File: src/rtl/ccc_cfg_pkg.sv
// ccc_cfg_pkg: shared types and constants
// for the CCC configuration sequencer.
package ccc_cfg_pkg;

  typedef enum logic [2:0] {
    S_IDLE       = 3'd0,
    S_ASSERT_RST = 3'd1,
    S_APPLY      = 3'd2,
    S_WAIT_LOCK  = 3'd3,
    S_RELEASE    = 3'd4,
    S_ERROR      = 3'd5
  } state_t;

  // word offsets (PADDR[3:2])
  localparam logic [1:0] OFF_CTRL    = 2'd0;
  localparam logic [1:0] OFF_DIVCFG  = 2'd1;
  localparam logic [1:0] OFF_STATUS  = 2'd2;
  localparam logic [1:0] OFF_TIMEOUT = 2'd3;

  localparam int CTRL_START   = 0;
  localparam int CTRL_DONE_IE = 1;
  localparam int CTRL_ERR_IE  = 2;

  localparam int DIV_OB_LSB = 0;
  localparam int DIV_OC_LSB = 8;
  localparam int DIV_BYP_B  = 16;
  localparam int DIV_BYP_C  = 17;

  localparam int ST_BUSY = 4;
  localparam int ST_LOCK = 5;
  localparam int ST_ERR  = 6;
  localparam int ST_DONE = 7;
  localparam int ST_LOST = 8;

  localparam logic [4:0] OBDIV_RST    = 5'd3;
  localparam logic [4:0] OCDIV_RST    = 5'd3;
  localparam logic       BYPASS_B_RST = 1'b1;
  localparam logic       BYPASS_C_RST = 1'b1;

  typedef struct packed {
    logic       bypass_c;
    logic       bypass_b;
    logic [4:0] ocdiv;
    logic [4:0] obdiv;
  } div_cfg_t;

  localparam div_cfg_t DIV_RST = '{
    bypass_c: BYPASS_C_RST,
    bypass_b: BYPASS_B_RST,
    ocdiv:    OCDIV_RST,
    obdiv:    OBDIV_RST
  };

  function automatic logic is_busy(state_t s);
    return !(s == S_IDLE || s == S_ERROR);
  endfunction

endpackage

File: src/rtl/ccc_cfg_sequencer_if.sv
// ccc_cfg_sequencer_if: APB3 bus bundle
// between the MSS master and the sequencer.
interface ccc_cfg_sequencer_if;
  logic        PSEL;
  logic        PENABLE;
  logic        PWRITE;
  logic [3:0]  PADDR;
  logic [31:0] PWDATA;
  logic [31:0] PRDATA;
  logic        PREADY;
  logic        PSLVERR;

  modport master (
    output PSEL, PENABLE, PWRITE, PADDR, PWDATA,
    input  PRDATA, PREADY, PSLVERR
  );

  modport slave (
    input  PSEL, PENABLE, PWRITE, PADDR, PWDATA,
    output PRDATA, PREADY, PSLVERR
  );
endinterface

File: src/rtl/ccc_lock_sync.sv
// ccc_lock_sync: 2-FF synchronizer for CCC
// LOCK with rise/fall pulses on the synced value.
module ccc_lock_sync (
  input  logic clk,
  input  logic rst_n,
  input  logic async_in,
  output logic sync_out,
  output logic rise,
  output logic fall
);

  logic [2:0] sr;

  // sr[1:0] resolve metastability; sr[2] holds the prior synced value
  always_ff @(posedge clk or negedge rst_n) begin
    if (!rst_n) sr <= '0;
    else        sr <= {sr[1:0], async_in};
  end

  assign sync_out = sr[1];
  assign rise     = sr[1] & ~sr[2];
  assign fall     = ~sr[1] & sr[2];

endmodule

File: src/rtl/ccc_cfg_sequencer.sv
// ccc_cfg_sequencer: APB3 owner of CCC B/C
// dividers with a reset/apply/lock sequencer.
module ccc_cfg_sequencer
  import ccc_cfg_pkg::*;
#(
  parameter int RST_HOLD    = 16,
  parameter int LOCK_STABLE = 64,
  parameter int TIMEOUT_DEF = 4096,
  parameter int CNT_W       = 16
) (
  input  logic               PCLK,
  input  logic               PRESERN,
  ccc_cfg_sequencer_if.slave apb,
  input  logic               ccc_lock,
  output logic [4:0]         obdiv,
  output logic [4:0]         ocdiv,
  output logic               bypass_b,
  output logic               bypass_c,
  output logic               fab_rst_n,
  output logic               irq
);

  localparam logic [CNT_W-1:0] ONE = CNT_W'(1);
  localparam logic [CNT_W-1:0] HOLD_LAST = CNT_W'(RST_HOLD - 1);
  localparam logic [CNT_W-1:0] STABLE_LAST = CNT_W'(LOCK_STABLE - 1);
  localparam logic [CNT_W-1:0] TMO_RST = CNT_W'(TIMEOUT_DEF);

  state_t           state, state_nxt;
  logic [CNT_W-1:0] cnt, cnt_nxt;
  logic [CNT_W-1:0] tmo, tmo_nxt;
  logic [CNT_W-1:0] timeout;
  div_cfg_t         shadow, cfg;
  logic             done_ie, err_ie;
  logic             done, err, lost;
  logic             lock_sync, lock_rise, lock_fall;
  logic             acc, wr, busy, start;
  logic             sel_ctrl, sel_div, sel_stat, sel_tmo;
  logic             wr_ctrl, wr_div, wr_stat, wr_tmo;
  logic             do_apply, set_done, set_err;
  logic             rst_rel, rst_hold;
  logic [1:0]       widx;
  logic             unused_ok;

  ccc_lock_sync u_sync (
    .clk      (PCLK),
    .rst_n    (PRESERN),
    .async_in (ccc_lock),
    .sync_out (lock_sync),
    .rise     (lock_rise),
    .fall     (lock_fall)
  );

  assign widx     = apb.PADDR[3:2];
  assign acc      = apb.PSEL & apb.PENABLE;
  assign wr       = acc & apb.PWRITE;
  assign sel_ctrl = (widx == OFF_CTRL);
  assign sel_div  = (widx == OFF_DIVCFG);
  assign sel_stat = (widx == OFF_STATUS);
  assign sel_tmo  = (widx == OFF_TIMEOUT);
  assign wr_ctrl  = wr & sel_ctrl;
  assign wr_div   = wr & sel_div;
  assign wr_stat  = wr & sel_stat;
  assign wr_tmo   = wr & sel_tmo;
  assign busy     = is_busy(state);
  assign start    = wr_ctrl & apb.PWDATA[CTRL_START];

  assign apb.PREADY  = 1'b1;
  assign apb.PSLVERR = wr_div & busy;

  assign unused_ok = ^{apb.PADDR[1:0], apb.PWDATA, lock_rise};

  // state and sequencing counters
  always_ff @(posedge PCLK or negedge PRESERN) begin
    if (!PRESERN) begin
      state <= S_ASSERT_RST;
      cnt   <= '0;
      tmo   <= '0;
    end else begin
      state <= state_nxt;
      cnt   <= cnt_nxt;
      tmo   <= tmo_nxt;
    end
  end

  // next state; lock-stable release beats timeout in the same cycle
  always_comb begin
    state_nxt = state;
    cnt_nxt   = cnt;
    tmo_nxt   = tmo;
    do_apply  = 1'b0;
    set_done  = 1'b0;
    set_err   = 1'b0;
    rst_rel   = 1'b0;
    rst_hold  = 1'b0;
    unique case (state)
      S_IDLE, S_ERROR: begin
        if (start) begin
          state_nxt = S_ASSERT_RST;
          cnt_nxt   = '0;
          rst_hold  = 1'b1;
        end
      end
      S_ASSERT_RST: begin
        if (cnt == HOLD_LAST) begin
          state_nxt = S_APPLY;
          cnt_nxt   = '0;
        end else begin
          cnt_nxt = cnt + ONE;
        end
      end
      S_APPLY: begin
        do_apply  = 1'b1;
        cnt_nxt   = '0;
        tmo_nxt   = '0;
        state_nxt = S_WAIT_LOCK;
      end
      S_WAIT_LOCK: begin
        cnt_nxt = lock_sync ? cnt + ONE : '0;
        tmo_nxt = tmo + ONE;
        if (lock_sync && cnt == STABLE_LAST) begin
          state_nxt = S_RELEASE;
        end else if (timeout != '0 && tmo_nxt >= timeout) begin
          state_nxt = S_ERROR;
          set_err   = 1'b1;
        end
      end
      S_RELEASE: begin
        rst_rel   = 1'b1;
        set_done  = 1'b1;
        state_nxt = S_IDLE;
      end
      default: state_nxt = S_IDLE;
    endcase
  end

  // CCC outputs and fabric reset
  always_ff @(posedge PCLK or negedge PRESERN) begin
    if (!PRESERN) begin
      cfg       <= DIV_RST;
      fab_rst_n <= 1'b0;
    end else begin
      if (do_apply) cfg <= shadow;
      if (rst_rel)       fab_rst_n <= 1'b1;
      else if (rst_hold) fab_rst_n <= 1'b0;
    end
  end

  assign obdiv    = cfg.obdiv;
  assign ocdiv    = cfg.ocdiv;
  assign bypass_b = cfg.bypass_b;
  assign bypass_c = cfg.bypass_c;

  // software registers; DIVCFG writes dropped while busy
  always_ff @(posedge PCLK or negedge PRESERN) begin
    if (!PRESERN) begin
      done_ie <= 1'b0;
      err_ie  <= 1'b0;
      shadow  <= DIV_RST;
      timeout <= TMO_RST;
    end else begin
      if (wr_ctrl) begin
        done_ie <= apb.PWDATA[CTRL_DONE_IE];
        err_ie  <= apb.PWDATA[CTRL_ERR_IE];
      end
      if (wr_div && !busy) begin
        shadow <= '{
          bypass_c: apb.PWDATA[DIV_BYP_C],
          bypass_b: apb.PWDATA[DIV_BYP_B],
          ocdiv:    apb.PWDATA[DIV_OC_LSB +: 5],
          obdiv:    apb.PWDATA[DIV_OB_LSB +: 5]
        };
      end
      if (wr_tmo) timeout <= apb.PWDATA[CNT_W-1:0];
    end
  end

  // sticky flags; hardware set beats a same-cycle W1C
  always_ff @(posedge PCLK or negedge PRESERN) begin
    if (!PRESERN) begin
      done <= 1'b0;
      err  <= 1'b0;
      lost <= 1'b0;
    end else begin
      done <= set_done
            | (done & ~(wr_stat & apb.PWDATA[ST_DONE]));
      err  <= set_err
            | (err & ~(wr_stat & apb.PWDATA[ST_ERR]));
      lost <= (lock_fall & (state == S_IDLE))
            | (lost & ~(wr_stat & apb.PWDATA[ST_LOST]));
    end
  end

  assign irq = (done & done_ie) | (err & err_ie) | lost;

  // read mux, zero when not a read select
  always_comb begin
    apb.PRDATA = '0;
    if (apb.PSEL && !apb.PWRITE) begin
      unique case (1'b1)
        sel_ctrl: begin
          apb.PRDATA[CTRL_DONE_IE] = done_ie;
          apb.PRDATA[CTRL_ERR_IE]  = err_ie;
        end
        sel_div: begin
          apb.PRDATA[DIV_OB_LSB +: 5] = shadow.obdiv;
          apb.PRDATA[DIV_OC_LSB +: 5] = shadow.ocdiv;
          apb.PRDATA[DIV_BYP_B]       = shadow.bypass_b;
          apb.PRDATA[DIV_BYP_C]       = shadow.bypass_c;
        end
        sel_stat: begin
          apb.PRDATA[2:0]     = state;
          apb.PRDATA[ST_BUSY] = busy;
          apb.PRDATA[ST_LOCK] = lock_sync;
          apb.PRDATA[ST_ERR]  = err;
          apb.PRDATA[ST_DONE] = done;
          apb.PRDATA[ST_LOST] = lost;
        end
        sel_tmo: apb.PRDATA[CNT_W-1:0] = timeout;
        default: apb.PRDATA = '0;
      endcase
    end
  end

endmodule

File: src/flat_wrapper.sv
// flat-port wrapper written by rule: the top's interface ports become plain ports
module ccc_cfg_sequencer_flat import ccc_cfg_pkg::*;
#(
  parameter int RST_HOLD    = 16,
  parameter int LOCK_STABLE = 64,
  parameter int TIMEOUT_DEF = 4096,
  parameter int CNT_W       = 16
)
  (PCLK, PRESERN, ccc_lock, obdiv, ocdiv, bypass_b, bypass_c, fab_rst_n, irq, apb_PSEL, apb_PENABLE, apb_PWRITE, apb_PADDR, apb_PWDATA, apb_PRDATA, apb_PREADY, apb_PSLVERR);
  ccc_cfg_sequencer_if apb_i ();
  input  logic PCLK;
  input  logic PRESERN;
  input  logic ccc_lock;
  output logic [4:0] obdiv;
  output logic [4:0] ocdiv;
  output logic bypass_b;
  output logic bypass_c;
  output logic fab_rst_n;
  output logic irq;
  input wire logic [$bits(apb_i.PSEL)-1:0] apb_PSEL;
  input wire logic [$bits(apb_i.PENABLE)-1:0] apb_PENABLE;
  input wire logic [$bits(apb_i.PWRITE)-1:0] apb_PWRITE;
  input wire logic [$bits(apb_i.PADDR)-1:0] apb_PADDR;
  input wire logic [$bits(apb_i.PWDATA)-1:0] apb_PWDATA;
  output wire logic [$bits(apb_i.PRDATA)-1:0] apb_PRDATA;
  output wire logic [$bits(apb_i.PREADY)-1:0] apb_PREADY;
  output wire logic [$bits(apb_i.PSLVERR)-1:0] apb_PSLVERR;
  assign apb_i.PSEL = apb_PSEL;
  assign apb_i.PENABLE = apb_PENABLE;
  assign apb_i.PWRITE = apb_PWRITE;
  assign apb_i.PADDR = apb_PADDR;
  assign apb_i.PWDATA = apb_PWDATA;
  assign apb_PRDATA = apb_i.PRDATA;
  assign apb_PREADY = apb_i.PREADY;
  assign apb_PSLVERR = apb_i.PSLVERR;
  ccc_cfg_sequencer #(.RST_HOLD(RST_HOLD), .LOCK_STABLE(LOCK_STABLE), .TIMEOUT_DEF(TIMEOUT_DEF), .CNT_W(CNT_W)) u_core (.PCLK(PCLK), .PRESERN(PRESERN), .apb(apb_i), .ccc_lock(ccc_lock), .obdiv(obdiv), .ocdiv(ocdiv), .bypass_b(bypass_b), .bypass_c(bypass_c), .fab_rst_n(fab_rst_n), .irq(irq));
endmodule
File: config.mk
export PLATFORM = sky130hd
export DESIGN_NAME = ccc_cfg_sequencer_flat
export DESIGN_NICKNAME = d
export VERILOG_FILES = /design/src/rtl/ccc_cfg_pkg.sv /design/src/rtl/ccc_cfg_sequencer_if.sv /design/src/rtl/ccc_lock_sync.sv /design/src/rtl/ccc_cfg_sequencer.sv /design/src/flat_wrapper.sv
export SDC_FILE = /design/constraint.sdc
export NUM_CORES = 1
export LEC_CHECK = 0
export BUFFER_PORTS_ARGS = -buffer_cell sky130_fd_sc_hd__buf_2
export CAP_MARGIN = 15
export CORE_MARGIN = 5
export CORE_UTILIZATION = 50
export DETAILED_ROUTE_END_ITERATION = 12
export PLACE_DENSITY = 0.83
export SLEW_MARGIN = 10
export SYNTH_ARGS = -nofsm -noshare
export SYNTH_HDL_FRONTEND = slang
export SYNTH_SLANG_ARGS = --single-unit
export TNS_END_PERCENT = 1
File: constraint.sdc
create_clock -name PCLK -period 3 [get_ports PCLK]
set_input_delay 0.6 -clock PCLK [delete_from_list [all_inputs] [get_ports PCLK]]
set_output_delay 0.6 -clock PCLK [all_outputs]
set_load 0.005 [all_outputs]
==> out/results.ini <==
[power]
p_leak_nw=2.57
power_density_nw_per_um2=658
max-vdd-ir-drop_uv=507
seqPwrFrac=0.479
comb_power_share=0.285
intPower_mw=2.33
clkPwrFrac=0.236
p_switching_mw=1.18
swShare=0.337
power_mw=3.51

[synthesis]
synth_edf_count=0
ys_ff_latch=84
yosysTopAreaCell=dfrtp_1
synth_fa_ha_area_frac=0.0471
synth_area_um2=4780
synth-xor-area-share=0.0330
yosys.area.top_type_share=0.366
synth_top_flop_cell=dfrtp_1
yosys_warnings=0
synthMuxAreaShare=0.151
syn_area_per_cell_um2=10.3
synth-async-reset-ratio=1.00
yosysSeqAreaShare=0.443
syn_inst=463
synth-compound-area-share=0.105
yosys.cell_types.count=51
synthSimpleGateAreaFrac=0.159
synth_area_leaders=dfrtp_1, mux2_2, dfstp_2, ha_1, nor2_1
synth_top_family_by_area=simple AND/OR/NAND/NOR gates

[setup_path]
worstReg2RegEnd=u_core.err
arrival_ns=3.08
crit_path_start_kind=flop
path_class=flop to flop
crit_path_end_kind=flop
r2r_start=u_core.tmo[0]
reg2regPathDepth=11
critPathRequiredTime_ns=3.27
rrSetupSlack_ns=0.19
crit_fanout=6
worstSetupStartpoint=u_core.tmo[0]

[cts]
cts_sinks=84
clockBufferDepth=2
cts_root_buffer=clkbuf_8
post_cts_buffers=0
cts_tree=yes
cts_max_level=3
insertion_delay_ns=0.36
cts_hold_buf=0
clk_pin_slew_ns=0.09
cts_buffers=9

[sta]
finalHoldViolCount=0
max_freq_mhz=355
finalMaxSlewViolations=0
worstMarginPinSlew_ns=1.03
slew_headroom=0.315
whs_ns=0.347
fin_skew_ns=0.00674
fin_setup_tns_ns=0
setup_viol=0
period_share=0.938
min_period_ns=2.81

[placement]
gp_congestion=0.826
portBuffers=58
hpwlAfterDp_um=7770

[floorplanning]
io_pins=90
dieHeight_um=108
dieWidth_um=108
die_area_um2=11600
start_util=0.515
coreArea_um2=9280
rows=35

[worst_hold_path]
hp-class=input port to flop
min_path_cells=1
hold_end=u_core.u_sync.sr[0]
min_from=ccc_lock

[layout]
drive_gt1_frac=0.310
antenna_cells=0
design.final.nets=575
syn2layout_area_growth_pct=11.7
nFillCells=761
final_cell_mix=dfrtp_1, buf_2, mux2_2
final_common_cell=dfrtp_1

[global_routing]
overflow=0
track_usage=0.189
antenna_found_initial=0
grt_pass1_wl_um=17700
grt_max_degree=85
grt_pass1_vias=3663

[outcome]
status=completed

[routing]
drt_iter0_markers=289
wirelength_um=10800
ant_nets=0
vias=3690
via_per_inst=5.69
drc=0
dr.pass1.iters=5
routedWlPerCell_um=16.7

[run]
maxCapViolCount=0

==> stage by stage <==
stage | cell area (um2) | setup slack, ns | utilization | cells
global route | 5340 | -0.00896 | 0.575 | 649
CTS | 5320 | 0.0525 | 0.573 | 649
finish | 5340 | 0.187 | 0.575 | 649
global placement | 5120 | 0.141 | 0.552 | 633
floorplan | 4830 | 0.378 | - | 476
detailed placement | 5120 | 0.0725 | 0.552 | 633
==> routing by layer <==
| layer | wire, um | GRT usage | vias up |
|---|---|---|---|
| met1 | 4330 | 0.241 | 1802 |
| met2 | 5630 | 0.321 | 138 |
| met4 | 169 | 0.0559 | 0 |
| met3 | 687 | 0.0402 | 23 |
| li1 | - | - | 1727 |
| met5 | 0 | 0 | - |
==> sequential cells by signal (all words and copies together), names as in the netlist <==
signal            count
u_core.bypass_c       1
u_core.fab_rst_n      1
u_core.obdiv          5
u_core.timeout       16
u_core.u_sync.sr      3
u_core.state          3
u_core.cnt           16
u_core.err_ie         1
u_core.shadow        12
u_core.tmo           16
u_core.done           1
u_core.ocdiv          5
u_core.bypass_b       1
u_core.done_ie        1
u_core.err            1
u_core.lost           1
==> synthesized netlist by cell type (5+ instances only) <==
cell	n
a21oi_1	12
a22o_1	9
a32o_1	7
and2_1	6
and3_1	12
buf_2	6
buf_4	16
clkbuf_1	14
dfrtp_1	70
dfstp_2	14
ha_1	18
inv_1	17
mux2_2	52
mux2i_1	8
nand2_1	37
nand3_1	12
nand4_1	9
nor2_1	42
nor2b_1	5
nor4_1	6
o21ai_0	18
o21ai_1	7
o31ai_1	5
xnor2_1	6
xor2_1	12
==> worst max-delay path by stage <==
stage,slack (ns),end,depth (start not counted)
floorplan,0.38,u_core.err,11
global placement,0.14,u_core.err,11
detailed placement,0.07,u_core.err,12
CTS,0.05,u_core.err,12
global route,-0.009,u_core.err,11
finish,0.19,u_core.err,11
==> kinds of logic after synthesis <==
logic type,after synthesis
other,2
and+or+nand+nor,149
AOI/OAI and AO/OA,74
muxes,63
buffers and inverters,55
DFF,84
xor gates and xnor gates,18
adders and majority gates,18
==> power by group through the flow <==
| stage | logic (mW) | registers (mW) | clock network, mW |
|---|---|---|---|
| floorplan | 0.719 | 1.61 | 0 |
| global placement | 0.918 | 1.67 | 0 |
| detailed placement | 0.990 | 1.69 | 0 |
| CTS | 0.998 | 1.67 | 0.845 |
| global route | 1.13 | 1.72 | 0.891 |
| finish | 1.00 | 1.68 | 0.828 |
==> worst max-delay path: stages (launching register included) <==
cell,delay (ns)
dfrtp_2,0.45
ha_1,0.22
and3_1,0.18
and3_1,0.23
xor2_1,0.15
ha_1,0.28
nand2_1,0.07
or3_1,0.33
o221ai_2,0.20
nor4b_2,0.25
o21ai_2,0.12
o31ai_1,0.25
==> repair_timing <==
action | 4_1_cts | 5_1_grt
setup endpoints to repair | 0 | 3
resized for setup | 0 | 5
hold endpoints to repair | 0 | 0
==> cell type report <==
type	instances	area, um2	share of cell area
multi-input cells	337	2440	0.458
repair buffers	65	345	0.0647
inverters	18	70.1	0.0131
well taps	129	161	0.0302
flip-flops and latches	84	2120	0.397
clock inverters	6	71.3	0.0134
clock buffers	10	128	0.0239
Note: power is estimated with default switching activity, not from simulation.
